--- config.mk ---
export PLATFORM = sky130hd
export DESIGN_NAME = wash_sequencer
export DESIGN_NICKNAME = d
export VERILOG_FILES = /design/src/rtl/wash_pkg.sv /design/src/rtl/dffrs.sv /design/src/rtl/wash_duration.sv /design/src/rtl/wash_sequencer.sv
export SDC_FILE = /design/constraint.sdc
export NUM_CORES = 1
export LEC_CHECK = 0
export CAP_MARGIN = 0
export CELL_PAD_IN_SITES_DETAIL_PLACEMENT = 0
export CELL_PAD_IN_SITES_GLOBAL_PLACEMENT = 1
export CORE_MARGIN = 2
export CORE_UTILIZATION = 40
export CTS_BUF_LIST = sky130_fd_sc_hd__clkbuf_4 sky130_fd_sc_hd__clkbuf_8
export DETAILED_ROUTE_END_ITERATION = 8
export PLACE_DENSITY_LB_ADDON = 0.08
export SYNTH_ARGS = -nofsm -noshare
export SYNTH_HDL_FRONTEND = slang
export SYNTH_SLANG_ARGS = --single-unit
--- constraint.sdc ---
create_clock -name clk -period 2.9 [get_ports clk]
set_clock_uncertainty 0.15 [all_clocks]
set_input_delay 0.87 -clock clk [delete_from_list [all_inputs] [get_ports clk]]
set_output_delay 0.87 -clock clk [all_outputs]
set_load 0.1 [all_outputs]
--- src/rtl/wash_pkg.sv ---
// Shared types and constants for the washing-machine programme controller.
// State, sub-state, actuator and display encodings live here so decode helpers stay in one place.
package wash_pkg;

    typedef enum logic [3:0] {
        IDLE        = 4'd0,
        FILL        = 4'd1,
        WASH        = 4'd2,
        DRAIN       = 4'd3,
        RFILL       = 4'd4,
        RINSE       = 4'd5,
        RDRAIN      = 4'd6,
        SPIN        = 4'd7,
        DONE        = 4'd8,
        ABORT_DRAIN = 4'd9
    } state_e;

    typedef enum logic {
        ARM  = 1'b0,
        WAIT = 1'b1
    } sub_e;

    localparam logic [1:0] MOTOR_OFF     = 2'b00;
    localparam logic [1:0] MOTOR_AGITATE = 2'b01;
    localparam logic [1:0] MOTOR_SPIN    = 2'b10;

    localparam logic [1:0] MODE_LIGHT      = 2'd0;
    localparam logic [1:0] MODE_NORMAL     = 2'd1;
    localparam logic [1:0] MODE_HEAVY      = 2'd2;
    localparam logic [1:0] MODE_DRAIN_SPIN = 2'd3;

    localparam logic [2:0] PH_IDLE    = 3'd0;
    localparam logic [2:0] PH_FILL    = 3'd1;
    localparam logic [2:0] PH_AGITATE = 3'd2;
    localparam logic [2:0] PH_DRAIN   = 3'd3;
    localparam logic [2:0] PH_SPIN    = 3'd4;
    localparam logic [2:0] PH_DONE    = 3'd5;
    localparam logic [2:0] PH_ABORT   = 3'd6;

    function automatic logic [2:0] phase_code(state_e s);
        case (s)
            FILL, RFILL:   return PH_FILL;
            WASH, RINSE:   return PH_AGITATE;
            DRAIN, RDRAIN: return PH_DRAIN;
            SPIN:          return PH_SPIN;
            DONE:          return PH_DONE;
            ABORT_DRAIN:   return PH_ABORT;
            default:       return PH_IDLE;
        endcase
    endfunction

    // Every state that arms the timer on entry.
    function automatic logic is_timed(state_e s);
        return !(s == IDLE || s == DONE);
    endfunction

endpackage

--- src/rtl/dffrs.sv ---
// Generic async active-low reset flop bank used for all state in this block.
module dffrs #(
    parameter int           W       = 1,
    parameter logic [W-1:0] RST_VAL = '0
) (
    input  logic         clk,
    input  logic         rst_n,
    input  logic [W-1:0] d,
    output logic [W-1:0] q
);

    always_ff @(posedge clk or negedge rst_n) begin
        if (!rst_n) q <= RST_VAL;
        else        q <= d;
    end

endmodule

--- src/rtl/wash_duration.sv ---
// Combinational duration lookup: phase state plus latched mode to timer count.
module wash_duration
    import wash_pkg::*;
#(
    parameter int               WIDTH    = 16,
    parameter logic [WIDTH-1:0] T_FILL   = 16'd200,
    parameter logic [WIDTH-1:0] T_WASH_L = 16'd600,
    parameter logic [WIDTH-1:0] T_WASH_N = 16'd900,
    parameter logic [WIDTH-1:0] T_WASH_H = 16'd1200,
    parameter logic [WIDTH-1:0] T_DRAIN  = 16'd150,
    parameter logic [WIDTH-1:0] T_RINSE  = 16'd400,
    parameter logic [WIDTH-1:0] T_SPIN   = 16'd500
) (
    input  logic [3:0]       state,
    input  logic [1:0]       mode,
    output logic [WIDTH-1:0] dur
);

    always_comb begin
        dur = '0;
        case (state_e'(state))
            FILL, RFILL:                dur = T_FILL;
            WASH: begin
                case (mode)
                    MODE_NORMAL: dur = T_WASH_N;
                    MODE_HEAVY:  dur = T_WASH_H;
                    default:     dur = T_WASH_L;
                endcase
            end
            DRAIN, RDRAIN, ABORT_DRAIN: dur = T_DRAIN;
            RINSE:                      dur = T_RINSE;
            SPIN:                       dur = T_SPIN;
            default:                    dur = '0;
        endcase
    end

endmodule

--- src/rtl/wash_sequencer.sv ---
// Washing-machine programme controller: Moore FSM that arms the countdown timer
// on each phase entry and advances on its expiry pulse. All outputs are registered.
module wash_sequencer
    import wash_pkg::*;
#(
    parameter int               WIDTH    = 16,
    parameter logic [WIDTH-1:0] T_FILL   = 16'd200,
    parameter logic [WIDTH-1:0] T_WASH_L = 16'd600,
    parameter logic [WIDTH-1:0] T_WASH_N = 16'd900,
    parameter logic [WIDTH-1:0] T_WASH_H = 16'd1200,
    parameter logic [WIDTH-1:0] T_DRAIN  = 16'd150,
    parameter logic [WIDTH-1:0] T_RINSE  = 16'd400,
    parameter logic [WIDTH-1:0] T_SPIN   = 16'd500
) (
    input  logic             clk,
    input  logic             rst_n,
    input  logic             start,
    input  logic             abort,
    input  logic [1:0]       mode,
    input  logic             timer_irq,
    output logic             timer_load,
    output logic [WIDTH-1:0] timer_set,
    output logic             valve,
    output logic [1:0]       motor,
    output logic             drain_pump,
    output logic [2:0]       phase,
    output logic             busy,
    output logic             done
);

    localparam int OW = WIDTH + 10;

    logic [3:0] state_raw;
    logic       sub_raw;
    state_e     state_q, state_d;
    sub_e       sub_q, sub_d;
    logic [1:0] mode_q, mode_d;
    logic [1:0] rcnt_q, rcnt_d;

    assign state_q = state_e'(state_raw);
    assign sub_q   = sub_e'(sub_raw);

    dffrs #(.W(4)) u_state (.clk(clk), .rst_n(rst_n), .d(state_d), .q(state_raw));
    dffrs #(.W(1)) u_sub   (.clk(clk), .rst_n(rst_n), .d(sub_d),   .q(sub_raw));
    dffrs #(.W(2)) u_mode  (.clk(clk), .rst_n(rst_n), .d(mode_d),  .q(mode_q));
    dffrs #(.W(2)) u_rcnt  (.clk(clk), .rst_n(rst_n), .d(rcnt_d),  .q(rcnt_q));

    always_comb begin
        state_d = state_q;
        sub_d   = sub_q;
        mode_d  = mode_q;
        rcnt_d  = rcnt_q;
        case (state_q)
            IDLE: begin
                if (start) begin
                    mode_d  = mode;
                    state_d = (mode == MODE_DRAIN_SPIN) ? DRAIN : FILL;
                    sub_d   = ARM;
                end
            end
            DONE: state_d = IDLE;
            ABORT_DRAIN: begin
                if (sub_q == ARM)   sub_d   = WAIT;
                else if (timer_irq) state_d = IDLE;
            end
            default: begin
                // abort outranks a coincident expiry
                if (abort) begin
                    state_d = ABORT_DRAIN;
                    sub_d   = ARM;
                end else if (sub_q == ARM) begin
                    sub_d = WAIT;
                end else if (timer_irq) begin
                    sub_d = ARM;
                    case (state_q)
                        FILL:  state_d = WASH;
                        WASH:  state_d = DRAIN;
                        DRAIN: begin
                            if (mode_q == MODE_DRAIN_SPIN) begin
                                state_d = SPIN;
                            end else begin
                                rcnt_d  = mode_q + 2'd1;
                                state_d = RFILL;
                            end
                        end
                        RFILL: state_d = RINSE;
                        RINSE: state_d = RDRAIN;
                        RDRAIN: begin
                            rcnt_d  = rcnt_q - 2'd1;
                            state_d = (rcnt_q == 2'd1) ? SPIN : RFILL;
                        end
                        SPIN:    state_d = DONE;
                        default: state_d = IDLE;
                    endcase
                end
            end
        endcase
    end

    // Outputs are decoded from the next state and registered, so they line up with state_q.
    logic [WIDTH-1:0] dur;
    logic             load_d;
    logic [1:0]       motor_d;
    logic [OW-1:0]    out_d, out_q;

    wash_duration #(
        .WIDTH(WIDTH), .T_FILL(T_FILL), .T_WASH_L(T_WASH_L), .T_WASH_N(T_WASH_N),
        .T_WASH_H(T_WASH_H), .T_DRAIN(T_DRAIN), .T_RINSE(T_RINSE), .T_SPIN(T_SPIN)
    ) u_dur (
        .state(state_d),
        .mode (mode_d),
        .dur  (dur)
    );

    always_comb begin
        load_d = is_timed(state_d) && (sub_d == ARM);
        case (state_d)
            WASH, RINSE: motor_d = MOTOR_AGITATE;
            SPIN:        motor_d = MOTOR_SPIN;
            default:     motor_d = MOTOR_OFF;
        endcase
        out_d = {load_d,
                 load_d ? dur : {WIDTH{1'b0}},
                 (state_d == FILL || state_d == RFILL),
                 motor_d,
                 (state_d == DRAIN || state_d == RDRAIN || state_d == SPIN || state_d == ABORT_DRAIN),
                 phase_code(state_d),
                 is_timed(state_d),
                 (state_d == DONE)};
    end

    dffrs #(.W(OW)) u_out (.clk(clk), .rst_n(rst_n), .d(out_d), .q(out_q));

    assign {timer_load, timer_set, valve, motor, drain_pump, phase, busy, done} = out_q;

endmodule

### After elaboration in Yosys (flattened, before gate mapping)

Memories as Yosys holds them, arrays and structs flattened. A register that Yosys moved wholly into a read port is not among the register bits.
Index checks and enable logic that the tools add are counted.

* $add $sub $neg: 2
* equality and inequality tests: 24
* muxes and demuxes: 24
* bitwise gates (word level): 3
* reductions and logical operators: 16

Operators with widths (count)
* case mux 16 bit (5 select lines): 1
* equality test 4 x 3 -> 1 bit, second input constant: 8
* case mux 4 bit (7 select lines): 1
* two-way mux 4 bit: 6
* case mux 11 bit (2 select lines): 1
* equality test 4 x 2 -> 1 bit, second input constant: 4
* equality test 4 bit, second input constant: 4
* two-way mux 16 bit: 1
* two-way mux 2 bit: 6
* case mux 4 bit (3 select lines): 1
* equality test 4 x 1 -> 1 bit, second input constant: 2
* zero test 4 bit: 2
* case mux 2 bit (2 select lines): 2
* equality test 2 bit, second input constant: 3
* AND reduction 6 bit: 1
* OR reduction 3 bit: 2
* logical OR 1 bit: 5
* equality test 2 x 1 -> 1 bit, second input constant: 2
* two-way mux 1 bit: 4
* OR reduction 2 bit: 2
* NOT 1 bit: 3
* case mux 1 bit (3 select lines): 1
* adder 2 x 1 -> 2 bit, second input constant: 1
* zero test 1 bit: 2
* 4 further kinds: 4

* register bits: 35
* ROM bits: 48
* input port bits: 7
* output and inout bits: 26
* word-level logic and storage cells: 75
* memories kept: 1

Memory list
* (name not given): depth 16, width 3, read ports 1, clocked after memory_dff 1, write ports 0, line wash_pkg.sv:41 `case (s)`

### Depth between registers and ports, before layout

Gate-level depths: netlist of run 1.

* depth after elaboration: 12
* mapped depth: 10
* gate-level depth less buffers: 9

### Hierarchy

A second synthesis of run 1 with hierarchy kept.

* cells, all modules: 184
* area total of the unflattened synthesis: 1996.9 µm²

By module, submodules not included
* wash_sequencer: times used 1, cells an instance 101, area an instance 788.3 µm², sequential area each 0.0 µm²
* dffrs at u_out: times used 1, cells an instance 26, area an instance 650.6 µm², sequential area each 650.6 µm²
* wash_duration: times used 1, cells an instance 48, area an instance 332.8 µm², sequential area each 0.0 µm²
* dffrs at u_mode ...: times used 2, cells an instance 2, area an instance 50.0 µm², sequential area each 50.0 µm²
* dffrs at u_state: times used 1, cells an instance 4, area an instance 100.1 µm², sequential area each 100.1 µm²
* dffrs at u_sub: times used 1, cells an instance 1, area an instance 25.0 µm², sequential area each 25.0 µm²

### Least setup slack after synthesis of run 1

OpenSTA, ideal clock, no wires.

* path kind: in2reg
* start point: input port start
* end point: register u_out.q[12]
* library setup time: 0.124 ns
* arrival: 2.584 ns
* required time: 2.626 ns
* path slack: 0.043 ns
* stages: 7
* buffers on the path: 0
* cells stage by stage: nor3b_1 nor3b_1 mux2i_1 inv_1 ha_1 and4_1 o31a_1

* elaborated cells between the ends (all ways): 27
* classes of those cells: eq/ne: 11; mux: 9; bitwise: 1; reduce/logical: 6

RTL lines
* start, declared: line wash_sequencer.sv:17 `input logic start,`
* two-way mux 2 bit *: line wash_sequencer.sv:55 `if (start) begin`
* two-way mux 2 bit *: line wash_sequencer.sv:53 `case (state_q)`
* net mode_d[1]: line wash_sequencer.sv:37 `logic [1:0] mode_q, mode_d;`
* equality test 2 bit / equality test 2 x 1 -> 1 bit (equally long branches): line wash_duration.sv:24 `case (mode)`
* case mux 11 bit (2 select lines) *: line wash_duration.sv:24
* case mux 16 bit (5 select lines) *: line wash_duration.sv:21 `case (state_e'(state))`
* two-way mux 16 bit *: line wash_sequencer.sv:123 `load_d ? dur : {WIDTH{1'b0}},`
* net out_d[12]: line wash_sequencer.sv:104 `logic [OW-1:0] out_d, out_q;`
* end signal, assigned: line dffrs.sv:13 `if (!rst_n) q <= RST_VAL;`
* end signal, assigned: line dffrs.sv:14 `else q <= d;`
* end, declared: line dffrs.sv:9 `output logic [W-1:0] q`

Mark *: on every way through the listed nets, which the timed path passes. The rest lies on a longest branch.
A chain may end at the register's enable or synchronous reset.

### Final worst setup path of run 1

* start point: input port mode[1]
* end point: register u_out.q[15]

* cells in the longest elaborated chain, start to end: 9
* elaborated cells between the ends (all ways): 26
* classes of those cells: eq/ne: 12; mux: 8; reduce/logical: 6

Ends and longest elaborated chain
* start, declared: line wash_sequencer.sv:19 `input logic [1:0] mode,`
* branches (longest 8 deep; another with case mux 16 bit (5 select lines))
* two-way mux 16 bit *: line wash_sequencer.sv:123
* net out_d[15]: line wash_sequencer.sv:104

Mark *: on every way through the listed nets, which the timed path passes.

==> results.py, run 1 <==
metrics = {
    "status": {
        "outcome": "finished, final reports clean",
    },
    "hold_path": {
        "hold_class": "flop to flop",
        "min_to": "u_rcnt.q[1]",
        "whs_path_depth": 2,
        "hp-start": "u_rcnt.q[1]",
    },
    "setup_path": {
        "crit_fanout": 10,
        "r2r_cells": 7,
        "cp_num_buf_inv": 2,
        "path_cells": "clkdlybuf4s50_1 > nor4bb_1 > a22oi_1 > o21ai_1 > buf_4 > o21bai_1 > o21bai_1 > o31a_1",
        "r2r-start": "u_state.q[0]",
        "cp_data_required_time_ns": 2.91,
        "start_kind": "primary input",
        "worst_setup_path_end_kind": "flop",
        "crit_top_cell": "o21bai_1",
        "crit_path_top_delay_cell": "clkdlybuf4s50_1",
        "arrival_ns": 2.72,
        "r2r-end": "u_out.q[10]",
        "cpPeakStageDelay_ns": 0.53,
        "critPathKind": "primary input to flop",
        "critical_path.top_delay_family": "compound AO/OA/AOI/OAI gates",
        "r2r_slack_ns": 0.46,
    },
    "placed_design": {
        "place.port_buffers": 26,
        "pre_cts_slack_ns": -0.411,
        "dp_hpwl_um": 2860,
        "gp_congestion": 0.758,
    },
    "route": {
        "totalWireLength_um": 3860,
        "drc": 0,
        "first_pass_iters": 4,
        "ant_nets": 0,
        "first_iter_violations": 50,
        "num_vias": 1391,
        "routedWlPerCell_um": 14.0,
        "vias_per_cell": 5.04,
    },
    "synth": {
        "synth_compound_area_frac": 0.181,
        "yosysSeqAreaShare": 0.448,
        "ys.flop_type": "dfrtp_1",
        "synth_cell_types": 49,
        "yosysWarnings": 0,
        "synth_top_area_frac": 0.448,
        "synth_mux_area_frac": 0.0247,
        "synth_edf_count": 0,
        "ys_seq_elements": 29,
        "synth_top_cells_by_area": "dfrtp_1 45%, ha_1 4.6%, nor2_1 3.2%, nand2_1 3.0%, a21oi_1 2.8%",
        "netlist_area_um2": 1620,
        "synthSimpleGateAreaFrac": 0.202,
        "synth_top_area_cell": "dfrtp_1",
        "synth_adder_area_share": 0.0464,
        "syn_inst": 169,
        "syn_area_per_cell_um2": 9.58,
        "synth_xor_area_frac": 0.0108,
        "async_flop_share": 1.00,
        "synth_top_family_by_area": "simple AND/OR/NAND/NOR gates",
    },
    "timing": {
        "post-route-period-util": 0.935,
        "fmax_mhz": 369,
        "rsz0062_at_grt": "no",
        "slew_headroom": 0.638,
        "fin_ws_ns": 0.190,
        "hold_violations": 0,
        "post-route-min-period_ns": 2.71,
        "slew_violations": 0,
        "setup_viol": 0,
        "tightest_slew_ns": 0.543,
    },
    "run": {
        "max-cap-violations": 0,
    },
    "cts": {
        "clockBufferDepth": 2,
        "ctsHoldBuffers": 0,
        "numCtsBuffers": 5,
        "cts_root_buf": "clkbuf_8",
        "clk_pin_slew_ns": 0.06,
        "cts_tree": "yes",
        "clk_latency_ns": 0.27,
        "clkSinkCount": 29,
        "htreeDepth": 2,
    },
    "cells_and_area": {
        "diodes": 0,
        "area_delta_synth_final_pct": 36.2,
        "multi_input_area_um2": 831,
        "final_nets": 240,
        "final_util": 0.559,
        "n_fill_cell": 360,
        "drive_gt1_frac": 0.336,
        "regArea_um2": 726,
    },
    "die": {
        "die_y_um": 67.6,
        "die-area_um2": 4570,
        "dieWidth_um": 67.6,
        "io_pins": 33,
        "start_util": 0.411,
        "core_area_um2": 3940,
        "rows": 23,
    },
    "global_routing": {
        "grt_first_pass_wirelength_um": 6310,
        "antenna_found_initial": 0,
        "track_usage": 0.188,
        "grt_pass1_vias": 1359,
        "overflow": 0,
        "grt_max_degree": 30,
    },
}
routing by layer:
layer,global-route usage,part of all wire
met1,0.243,0.44
met2,0.309,0.52
met3,0.0450,0.033
met4,0.0612,0.0078
met5,0,0
stage by stage:
stage,cell area (um2),std cells,TNS [ns],hold slack (ns)
after floorplan,1640,174,0,0.300
after detailed placement,2060,268,-2.73,0.322
after CTS,2170,275,0,0.335
after global routing,2200,276,0,0.378
after global placement,2060,268,-2.39,0.322
final,2200,276,0,0.335
cell usage after synthesis, types with 2 or more instances:
cell       n
o21a_1     3
nor3_1     6
o31a_1     3
nand3_1    5
buf_2      7
nor2_1    14
nor3b_1    3
nand2_1   13
a21boi_0   2
o21bai_1   2
mux2i_1    4
buf_6      2
o211ai_1   2
xnor2_1    2
a21o_1     2
o21ai_0    9
dfrtp_1   29
ha_1       6
inv_1      6
a21oi_1    9
nor2b_1    6
nand2b_1   2
buf_4      6
how the worst max path moves through the flow:
| stage | startpoint | endpoint | slack (ns) | cells after the start |
|---|---|---|---|---|
| final | mode[1] | u_out.q[15] | 0.19 | 8 |
| after detailed placement | start | u_out.q[15] | -0.41 | 9 |
| after CTS | start | u_out.q[15] | 0.03 | 9 |
| after floorplan | start | u_out.q[12] | 0.04 | 7 |
| after global placement | start | u_out.q[12] | -0.38 | 9 |
| after global routing | mode[1] | u_out.q[19] | 0.03 | 8 |
flip-flops by register name, indices dropped and copies added (netlist names):
signal	cells
u_out.q	20
u_state.q	4
u_mode.q	2
u_rcnt.q	2
u_sub.q	1
cells in the final DEF, fill, tap and decap left out, types with 2 or more instances in the layout:
| cell | synthesis | layout |
|---|---|---|
| a21oi_1 | 9 | 9 |
| o21bai_1 | 2 | 2 |
| conb_1 | 1 | 6 |
| o21ai_0 | 9 | 9 |
| mux2i_4 | 0 | 2 |
| o31a_1 | 3 | 3 |
| nand3_1 | 5 | 5 |
| nor2_1 | 14 | 14 |
| inv_1 | 6 | 5 |
| nor3b_2 | 0 | 2 |
| dfrtp_1 | 29 | 29 |
| buf_4 | 6 | 55 |
| dlymetal6s2s_1 | 0 | 2 |
| mux2i_1 | 4 | 2 |
| a21o_1 | 2 | 2 |
| clkbuf_8 | 0 | 5 |
| xnor2_1 | 2 | 2 |
| nor2b_1 | 6 | 6 |
| o21a_1 | 3 | 3 |
| nor3_1 | 6 | 6 |
| ha_1 | 6 | 4 |
| nand2b_1 | 2 | 2 |
| clkinv_2 | 1 | 2 |
| clkdlybuf4s50_1 | 0 | 4 |
| nand2_1 | 13 | 13 |
| o211ai_1 | 2 | 2 |
area by class of cell:
cell class	instances	area share
multi-input combinational	122	0.377
clock inverter	1	0.00227
timing repair buffer	61	0.217
sequential	29	0.329
clock buffer	5	0.0312
inverter	8	0.0153
tap	50	0.0284
cell families (layout without fill, tap and decap cells):
| kind of cell | after synthesis | after routing |
|---|---|---|
| adder cells (fa/ha/maj) | 6 | 6 |
| AO/OA/AOI/OAI | 43 | 43 |
| buffers and inverters | 23 | 75 |
| other | 1 | 6 |
| XOR/XNOR | 2 | 2 |
| multiplexers | 4 | 4 |
| flip-flops | 29 | 29 |
| AND/OR/NAND/NOR | 61 | 61 |
worst reg2reg max path, cell delays in order, from the launching register on:
cell and delay, ns:
dfrtp_1 0.68, nand2_1 0.12, or4_1 0.49, a21o_1 0.27, clkinv_2 0.14, nand2_1 0.08, or3_1 0.31, a21oi_1 0.13
timing repair:
action,4_1_cts,5_1_grt
endpoints found under the setup margin,3,9
setup buffers,1,1
pin swaps,0,1
gates cloned,0,0
resized for setup,5,8
Power of run 1 is not shown: default switching activity piles up to over one toggle a cycle in this logic, so the estimate is an artifact.
==> run 2: changes to the inputs <==
ABC_CLOCK_PERIOD_IN_PS = 2900   (was not set)
==> results of run 2 <==
No change in the layout: final DEF, timing and power equal those of run 1.
Power of run 2 is left out for the same reason.
==> run 3: changes to the inputs <==
GPL_TIMING_DRIVEN = 0   (was not set)
==> run 3 against run 2 <==
Effect of this change:
- register-to-register slack improved by 0.04 ns
- count of clock-buffer cells in the layout increased by 2
- sequential share of layout area increased by 1.1 points
==> results.py, run 3 (synthesis gave the netlist of run 1 again) <==
metrics = {
    "global_routing": {
        "grt_first_pass_wirelength_um": 6510,
        "grt_pass1_vias": 1401,
        "overflow": 0,
        "antenna_found_initial": 0,
        "track_usage": 0.193,
        "grt_max_degree": 30,
    },
    "setup_path": {
        "arrival_ns": 1.74,
        "cp_data_required_time_ns": 1.88,
        "critical_path.top_delay_family": "buffers and inverters",
        "r2r-start": "u_state.q[1]",
        "critPathKind": "flop to output port",
        "start_kind": "flop",
        "crit_path_top_delay_cell": "clkdlybuf4s50_1",
        "r2r_cells": 8,
        "worst_setup_path_end_kind": "output port",
        "r2r_slack_ns": 0.50,
        "r2r-end": "u_out.q[12]",
        "crit_fanout": 1,
        "path_cells": "clkdlybuf4s50_1",
        "cpPeakStageDelay_ns": 1.13,
        "cp_num_buf_inv": 1,
    },
    "placed_design": {
        "place.port_buffers": 26,
        "gp_congestion": 0.769,
        "dp.cells": 250,
        "dp_hpwl_um": 2640,
        "pre_cts_slack_ns": -0.747,
    },
    "cts": {
        "ctsHoldBuffers": 0,
        "clk_pin_slew_ns": 0.06,
        "cts_tree": "yes",
        "clkSinkCount": 29,
        "cts_root_buf": "clkbuf_8",
        "numCtsBuffers": 5,
        "clk_latency_ns": 0.27,
        "clockBufferDepth": 2,
        "htreeDepth": 2,
    },
    "route": {
        "num_vias": 1351,
        "top_layer_used": "met4",
        "route.met3.wl_um": 168,
        "first_iter_violations": 67,
        "drc": 0,
        "routedWlPerCell_um": 14.3,
        "met2_length_um": 1880,
        "wl_met1_um": 1570,
        "vias_per_cell": 5.18,
        "first_pass_iters": 4,
        "totalWireLength_um": 3720,
        "ant_nets": 0,
    },
    "cells_and_area": {
        "top_regs": "u_out.q x20, u_state.q x4",
        "final_common_cell": "dfrtp_1",
        "final_cell_mix": "29 x dfrtp_1, 22 x clkdlybuf4s50_1, 14 x nor2_1",
        "top_register": "u_out.q",
        "final_nets": 224,
        "diodes": 0,
        "area_delta_synth_final_pct": 31.6,
        "finalNonFillerCells": 261,
        "n_fill_cell": 366,
        "drive_gt1_frac": 0.194,
        "largest_reg_flops": 20,
    },
    "timing": {
        "post-route-period-util": 0.951,
        "fin_ws_ns": 0.143,
        "post-route-min-period_ns": 2.76,
        "slew_violations": 0,
        "setup_viol": 0,
        "hold_violations": 0,
        "fmax_mhz": 363,
        "rsz0062_at_grt": "no",
        "slew_headroom": 0.350,
        "tightest_slew_ns": 0.971,
    },
    "hold_path": {
        "hp-start": "u_rcnt.q[1]",
        "min_to": "u_rcnt.q[1]",
        "hold_class": "flop to flop",
        "whs_path_depth": 2,
    },
    "die": {
        "io_pins": 33,
        "rows": 23,
        "die-area_um2": 4570,
        "dieWidth_um": 67.6,
        "core_area_um2": 3940,
        "start_util": 0.411,
        "die_y_um": 67.6,
    },
    "run": {
        "max-cap-violations": 0,
    },
    "status": {
        "outcome": "finished, final reports clean",
    },
}
run 3: changes by cell type in the layout (fill, tap and decap cells not counted), sizes merged:
cell / previous run / this run
buf: 55 / 20
clkinv: 2 / 1
clkbuf: 5 / 7
dlygate4sd2: 0 / 2
dlymetal6s2s: 2 / 1
clkdlybuf4s50: 4 / 22
run 3: layout make-up:
type                            instances  area (um2)  share of cell area
Multi-Input combinational cell        122         831               0.390
Sequential cell                        29         726               0.341
Timing Repair Buffer                   30         285               0.134
Buffer                                 15         103              0.0482
Clock buffer                            7        90.1              0.0423
Tap cell                               50        62.6              0.0294
Inverter                                8        33.8              0.0159
run 3: stage by stage:
step | util | TNS (ns) | hold slack [ns] | area (um2)
floorplan | - | 0 | 0.300 | 1640
global placement | 0.497 | -5.46 | 0.321 | 1960
detailed placement | 0.497 | -5.87 | 0.330 | 1960
CTS | 0.540 | 0 | 0.342 | 2130
global route | 0.540 | 0 | 0.382 | 2130
finish | 0.540 | 0 | 0.340 | 2130
run 3: what timing repair did:
action                                 in CTS  in global routing
endpoints found under the hold margin       0                  0
resized for setup                          10                  2
buffers inserted                            4                  0
pin swaps                                   0                  0
setup endpoints to repair                   9                 11
run 3: how the worst max path moves through the flow:
stage	startpoint	endpoint	slack (ns)	cells past startpoint
finish	u_out.q[4]	phase[2]	0.14	1
global route	mode[1]	u_out.q[16]	0.06	8
CTS	abort	u_out.q[15]	0.06	7
detailed placement	start	u_out.q[15]	-0.75	8
global placement	start	u_out.q[15]	-0.71	8
floorplan	start	u_out.q[12]	0.04	7
run 3: worst register-to-register path, stage by stage, from the launching register on:
cell	delay [ns]
dfrtp_1	0.35
buf_2	0.17
nor3b_4	0.20
nor3b_4	0.32
mux2i_2	0.30
inv_1	0.13
ha_4	0.23
and4_1	0.16
o31a_1	0.29
run 3: per-layer routing:
layer / up-vias / global-route usage
met5: - / 0
met4: 0 / 0.0842
met3: 11 / 0.0483
met2: 37 / 0.314
met1: 638 / 0.243
li1: 665 / -
Power of run 3 is left out for the same reason.
